==> src/rtl/rr_sel_pkg.sv <==
// Shared widths and types for the 4-channel round-robin selector.
package rr_sel_pkg;

    localparam int unsigned NCH    = 4;
    localparam int unsigned SEL_W  = 2;
    localparam int unsigned DATA_W = 4;

    typedef logic [SEL_W-1:0]  ch_idx_t;
    typedef logic [DATA_W-1:0] nib_t;

endpackage

==> src/rtl/mux_4_1.sv <==
// Plain 4:1 nibble mux used as the data-steering element.
module mux_4_1
    import rr_sel_pkg::*;
(
    input  nib_t    d0_i,
    input  nib_t    d1_i,
    input  nib_t    d2_i,
    input  nib_t    d3_i,
    input  ch_idx_t sel_i,
    output nib_t    y_o
);

    // Decode select onto the output.
    always_comb begin
        unique case (sel_i)
            2'd0:    y_o = d0_i;
            2'd1:    y_o = d1_i;
            2'd2:    y_o = d2_i;
            default: y_o = d3_i;
        endcase
    end

endmodule

==> src/rtl/rr_pick_4.sv <==
// Combinational round-robin pick: first requesting channel at or after ptr.
module rr_pick_4
    import rr_sel_pkg::*;
(
    input  logic [NCH-1:0] in_valid_i,
    input  ch_idx_t        ptr_i,
    output ch_idx_t        gnt_idx_o,
    output logic           any_req_o
);

    ch_idx_t cand;

    // Walk from the farthest offset to the nearest so the channel closest to ptr wins.
    always_comb begin
        gnt_idx_o = ptr_i;
        cand      = ptr_i;
        for (int k = NCH - 1; k >= 0; k--) begin
            cand = ptr_i + ch_idx_t'(k);
            if (in_valid_i[cand]) begin
                gnt_idx_o = cand;
            end
        end
    end

    assign any_req_o = |in_valid_i;

endmodule

==> src/rtl/rr_sel_4ch.sv <==
// Round-robin front end: arbitrates four valid/ready producers into a
// one-entry registered output and drives the shared 4:1 mux select.
module rr_sel_4ch
    import rr_sel_pkg::*;
#(
    parameter int unsigned RESET_PTR = 0
) (
    input  logic           clk,
    input  logic           rst,
    input  logic [NCH-1:0] in_valid,
    input  nib_t           in_data0,
    input  nib_t           in_data1,
    input  nib_t           in_data2,
    input  nib_t           in_data3,
    output logic [NCH-1:0] in_ready,
    output logic           out_valid,
    output nib_t           out_data,
    output ch_idx_t        out_sel,
    input  logic           out_ready
);

    localparam ch_idx_t PtrRst = ch_idx_t'(RESET_PTR % NCH);

    ch_idx_t ptr_q, ptr_d;
    logic    valid_q, valid_d;
    nib_t    data_q, data_d;
    ch_idx_t sel_q, sel_d;

    ch_idx_t        gnt_idx;
    logic           any_req;
    nib_t           mux_y;
    logic           load;
    logic [NCH-1:0] gnt_oh;

    rr_pick_4 u_pick (
        .in_valid_i (in_valid),
        .ptr_i      (ptr_q),
        .gnt_idx_o  (gnt_idx),
        .any_req_o  (any_req)
    );

    mux_4_1 u_mux (
        .d0_i  (in_data0),
        .d1_i  (in_data1),
        .d2_i  (in_data2),
        .d3_i  (in_data3),
        .sel_i (gnt_idx),
        .y_o   (mux_y)
    );

    // Slot is free, or being drained this cycle.
    assign load = ~valid_q | out_ready;

    // One-hot view of the winning channel.
    always_comb begin
        gnt_oh          = '0;
        gnt_oh[gnt_idx] = 1'b1;
    end

    // rst gating keeps in_ready low for the whole reset window, not just after the edge.
    assign in_ready = (load && any_req && !rst) ? gnt_oh : '0;

    // Next state: load a new word, go empty when idle, or hold while stalled.
    always_comb begin
        ptr_d   = ptr_q;
        valid_d = valid_q;
        data_d  = data_q;
        sel_d   = sel_q;
        if (load) begin
            if (any_req) begin
                data_d  = mux_y;
                sel_d   = gnt_idx;
                valid_d = 1'b1;
                ptr_d   = gnt_idx + ch_idx_t'(1);
            end else begin
                valid_d = 1'b0;
            end
        end
    end

    // Pointer and output register state.
    always_ff @(posedge clk or posedge rst) begin
        if (rst) begin
            ptr_q   <= PtrRst;
            valid_q <= 1'b0;
            data_q  <= '0;
            sel_q   <= '0;
        end else begin
            ptr_q   <= ptr_d;
            valid_q <= valid_d;
            data_q  <= data_d;
            sel_q   <= sel_d;
        end
    end

    assign out_valid = valid_q;
    assign out_data  = data_q;
    assign out_sel   = sel_q;

endmodule

==> config.mk <==
export PLATFORM = sky130hd
export DESIGN_NAME = rr_sel_4ch
export DESIGN_NICKNAME = d
export VERILOG_FILES = /design/src/rtl/rr_sel_pkg.sv /design/src/rtl/mux_4_1.sv /design/src/rtl/rr_pick_4.sv /design/src/rtl/rr_sel_4ch.sv
export SDC_FILE = /design/constraint.sdc
export NUM_CORES = 1
export LEC_CHECK = 0
export CAP_MARGIN = 30
export CORE_UTILIZATION = 42
export DETAILED_ROUTE_END_ITERATION = 6
export HOLD_SLACK_MARGIN = 0.06
export MAX_ROUTING_LAYER = met4
export PLACE_DENSITY = 0.9
export SYNTH_ARGS = -nofsm -noshare
export SYNTH_HDL_FRONTEND = slang
export SYNTH_HIERARCHICAL = 1
export SYNTH_SLANG_ARGS = --single-unit
==> constraint.sdc <==
create_clock -name clk -period 7.2 [get_ports clk]
set_input_delay 2.16 -clock clk [delete_from_list [all_inputs] [get_ports clk]]
set_output_delay 2.16 -clock clk [all_outputs]
set_load 0.05 [all_outputs]
# Yosys cells after proc, flatten, opt, wreduce, memory -nomap -nowiden
# Index checks and enable logic that the tools add are counted.
[totals] ff_bits=9 latch_bits=0 ramBits=0 mem_bits_ro=0 in_bits=23 output_inout_bits=11 wordCells=42 mem_count=0
[classes] add_sub_neg=4 multipliers=0 div_mod_pow=0 order_cmp=6 eq_ne=2 shift=0 mux=17 n_bitwise=2 reduce_logical=7
[ops] operator="2-bit by 3-bit less-than comparator with 1-bit output (second input constant)" n=5
[ops] operator="4-bit case mux with 3 select lines" n=1
[ops] operator="1-bit binary-select mux with 2-bit select" n=4
[ops] operator="2-bit two-way mux" n=4
[ops] operator="1-bit two-way mux" n=6
[ops] operator="2-bit by 1-bit adder with 2-bit output (second input constant)" n=2
[ops] operator="2-bit adder (second input constant)" n=2
[ops] operator="4-bit two-way mux" n=1
[ops] operator="4-bit OR reduction" n=1
[ops] operator="1-bit logical AND" n=3
[ops] operator="1-bit demux with 2-bit select" n=1
[ops] operator="2-bit by 1-bit == test with 1-bit output (second input constant)" n=1
[ops] operator="2-bit == test (second input constant)" n=1
[ops] operator="2-bit by 1-bit greater-or-equal comparator with 1-bit output (second input constant)" n=1
[ops] operator="2-bit zero test" n=1
[ops] operator="2-bit AND reduction" n=1
[ops] operator="1-bit zero test" n=1
[ops] operator="1-bit NOT" n=1
[ops] operator="1-bit OR" n=1

# Depth between registers and ports, before layout
[logic_depth] depth_word=12 mapped_depth=6 ltp_nobuf=6

# Cells and area by module
# The synthesis kept the hierarchy.
[modules_own_cells] module="rr_sel_4ch" n_inst=1 cells_each=32 area_each_um2=471.7 seq_area_each_um2=225.2
[modules_own_cells] module="mux_4_1" n_inst=1 cells_each=4 area_each_um2=105.1 seq_area_each_um2=0.0
[modules_own_cells] module="rr_pick_4" n_inst=1 cells_each=16 area_each_um2=100.1 seq_area_each_um2=0.0

# Worst setup path before layout
# OpenSTA, ideal clock, no wires.
[synth_timing] kind="input to output" startpoint="input in_valid[0]" endpoint="output in_ready[2]" arrival_time_ps=3578 required_time_ps=5040 path_slack_ps=1462 path_stages=5 n_path_buf=0 cell_sequence="and2b_2 or4_1 nand2_1 ha_1 and2_1"
[synth_between] elab_chain_len=11 elab_cells_between_ends=21 cone_classes="order compare: 2; mux: 15; reduce/logical: 4"
[synth_rtl] item="from (decl)" line="rr_sel_4ch.sv:10" source="input logic [NCH-1:0] in_valid,"
[synth_rtl] item="1-bit binary-select mux with 2-bit select" line="rr_pick_4.sv:19" source="if (in_valid_i[cand]) begin"
[synth_rtl] item="1-bit two-way mux (implied by the code)" line="rr_pick_4.sv:19"
[synth_rtl] item="2-bit two-way mux (3 in series)" line="rr_pick_4.sv:19"
[synth_rtl] item="2-bit two-way mux (*)" line="rr_pick_4.sv:19"
[synth_rtl] item="via gnt_idx[1]" line="rr_sel_4ch.sv:29" source="ch_idx_t gnt_idx;"
[synth_rtl] item="2-bit by 3-bit less-than comparator with 1-bit output (implied by the code) / 2-bit by 1-bit greater-or-equal comparator with 1-bit output (equally long branches)" line="rr_sel_4ch.sv:57" source="gnt_oh[gnt_idx] = 1'b1;"
[synth_rtl] item="1-bit logical AND (implied by the code)" line="rr_sel_4ch.sv:57"
[synth_rtl] item="1-bit two-way mux (implied by the code)" line="rr_sel_4ch.sv:57"
[synth_rtl] item="1-bit demux with 2-bit select (*)" line="rr_sel_4ch.sv:57"
[synth_rtl] item="4-bit two-way mux (*)" line="rr_sel_4ch.sv:61" source="assign in_ready = (load && any_req && !rst) ? gnt_oh : '0;"
[synth_rtl] item="to (decl)" line="rr_sel_4ch.sv:15" source="output logic [NCH-1:0] in_ready,"
# The timed path passes the listed nets; every way through them passes the cells marked *. The select of a mux whose other input is x is not followed.

# Worst setup path after layout
[layout_timing] startpoint="input in_valid[3]" endpoint="output in_ready[0]"
# The elaborated chain is that of the path after synthesis.

==> results.tsv <==
stage	metric	value	unit
placed_design	pre_cts_slack	0.4408	ns
cts	cts-resized-gates	0	
critical_path	endpoint_kind	output pin	
yosys	synth_area	676.9	µm²
yosys	synth.avg_cell_area	13.02	µm²
placed_design	place_inst	102	
placed_design	gp_congestion	0.7852	
cts	clk_latency	0.26	ns
routing	viasPerCell	5.283	
cts	cts_hold_buf	0	
global_route	track_usage	16.50	%
routing	route.detailed.drc	0	
global_route	antenna_found_initial	0	
cts	path_clk_slew	0.06	ns
routing	num_vias	560	
floorplan	ios	34	
routing	dr.pass1.iters	4	
pwr	leakage	0.4943	nW
critical_path	crit_type	in2out	
global_route	grt_overflow	0	
job	maxCapViolations	0	
sta	finalSetupViolations	0	
sta	max_slew.worst_pin.slew	0.5082	ns
sta	final_max_slew_viol_count	0	
critical_path	arrival	4.60	ns
cts	cts.sinks	9	
critical_path	r2r_slack	5.11	ns
final_layout	final_area	1057	µm²
yosys	yosysSeqAreaShare	33.27	%
sta	fin_setup_tns	0	ns
cts	post-cts-setup-buffers	0	
yosys	netlist.area_leader.share	33.27	%
cts	clock_tree.buffer_depth	2	
final_layout	fin_util	70.18	%
routing	post_drt_wl_per_cell	12.52	µm
routing	postRouteAntennaNets	0	
routing	first_iter_violations	17	
sta	slew_headroom	66.01	%
yosys	ys_ff_latch	9	
cts	htreeDepth	1	
cts	cts-root-buf	clkbuf_4	
final_layout	final_cells	106	
sta	fin_crit	6.760	ns
final_layout	area_growth	56.19	%
floorplan	core	1506	µm²
final_layout	layout.nets	118	
routing	drt_wl_total	1327	µm
floorplan	dieHeight	42.15	µm
floorplan	start_util	44.93	%
floorplan	dieArea	1776	µm²
floorplan	row_count	14	
placed_design	place_area	1030	µm²
yosys	synth_area_leaders	dfrtp_1 33%, mux2_4 18%, mux4_1 16%	
floorplan	die_w	42.15	µm
critical_path	start_kind	input port	
pwr	ir_drop	0.0001794	V
yosys	synthCells	52	
sta	whs	0.5094	ns
critical_path	critPathRequiredTime	5.04	ns
yosys	yosysTopAreaCell	dfrtp_1	
cts	cts_tree	done	
sta	setup_ws	0.4405	ns
run_status	status	finished clean	
yosys	ys_types	21	
pwr	p_total	0.3656	mW
final_layout	diodes	0	
pwr	power.density	345.8	nW/µm²
sta	timing.final.crit_share	93.88	%
sta	grt_setup_unrepaired	false	
final_layout	final_common_cell	clkdlybuf4s50_1	
yosys	ys_warn_count	6	
critical_path	path_max_fanout	8	
yosys	synth_nets	79	
cts	cts_made_buffers	3	
final_layout	mostFrequentLayoutCells	31 x clkdlybuf4s50_1, 9 x dfrtp_1, 8 x mux2_4	
final_layout	final_layout_size_suffix_gt1_share	23.33	%
sta	timing.fmax	0.1479	GHz
global_route	grt_pass1_wl	2173	µm
sta	hold_viol	0	
global_route	grt_pass1_vias	528	
worst_hold_path	hp-class	reg2reg	
sta	skew	0.009270	ns
placed_design	io_buffer_count	33	
placed_design	hpwl	1125	µm
global_route	grt_max_degree	11	
[path summary, 6_finish.rpt]
path	from	end	cells after the start
worst max-delay path	in_valid[3]	in_ready[0]	8
worst min-delay path	out_data[2]	out_data[2]	1
worst max register to register	ptr_q[0]	out_data[3]	5
worst min register to register	out_data[2]	out_data[2]	1
max in group asynchronous	rst	out_data[1]	2
min in group asynchronous	rst	out_valid	2
[routing by layer]
layer	share of wire (%)	routed length [µm]	GRT usage, %
met3	6.5	86	3.879
met4	0.90	12	3.750
met1	39	514	19.11
met5	0	0	-
met2	54	713	29.06
[worst max-delay path, stage by stage]
cell and delay [ns]:
clkdlybuf4s50_1 0.55, and2b_2 0.23, o21ai_0 0.17, o221a_2 0.34, inv_1 0.11, ha_1 0.21
and2_1 0.13, clkdlybuf4s50_1 0.69
[final cells by class]
class,count,area [µm²]
Inverter,4,15.01
Sequential cell,9,225.2
Clock inverter,1,5.005
Fill cell,114,449.2
Tap cell,16,20.02
Multi-Input combinational cell,39,436.7
Clock buffer,3,22.52
Timing Repair Buffer,34,332.8
[flip-flops by register name (all words and copies together) (netlist names)]
register   flops
out_data       4
out_sel        2
out_valid      1
ptr_q          2
[Yosys cell counts]
| master | n |
|---|---|
| nand2_4 | 1 |
| nor3_1 | 1 |
| mux2_4 | 8 |
| ha_1 | 4 |
| nand2b_4 | 1 |
| a2bb2oi_1 | 1 |
| o221a_2 | 1 |
| and3b_1 | 1 |
| and2b_1 | 1 |
| nand2_1 | 2 |
| or2b_1 | 1 |
| a21oi_1 | 1 |
| and2b_2 | 2 |
| nor2_1 | 2 |
| and3_2 | 1 |
| dfrtp_1 | 9 |
| or4_1 | 1 |
| mux4_1 | 4 |
| o21ai_0 | 2 |
| inv_1 | 4 |
| and2_1 | 4 |
[kinds of logic after synthesis]
family,after synthesis,synth area share (%)
AND/OR/NAND/NOR,18,18.67
adder cells (fa/ha/maj),4,7.394
flip-flops,9,33.27
multiplexers,12,33.27
AO/OA/AOI/OAI,5,5.175
buffers and inverters,4,2.217
[report_power, final]
part	switching (mW)	internal, mW
logic	0.123	0.113
registers	0.0175	0.0740
clock network	0.0172	0.0204
total	0.158	0.208
Power figures use the tool's default switching activity.
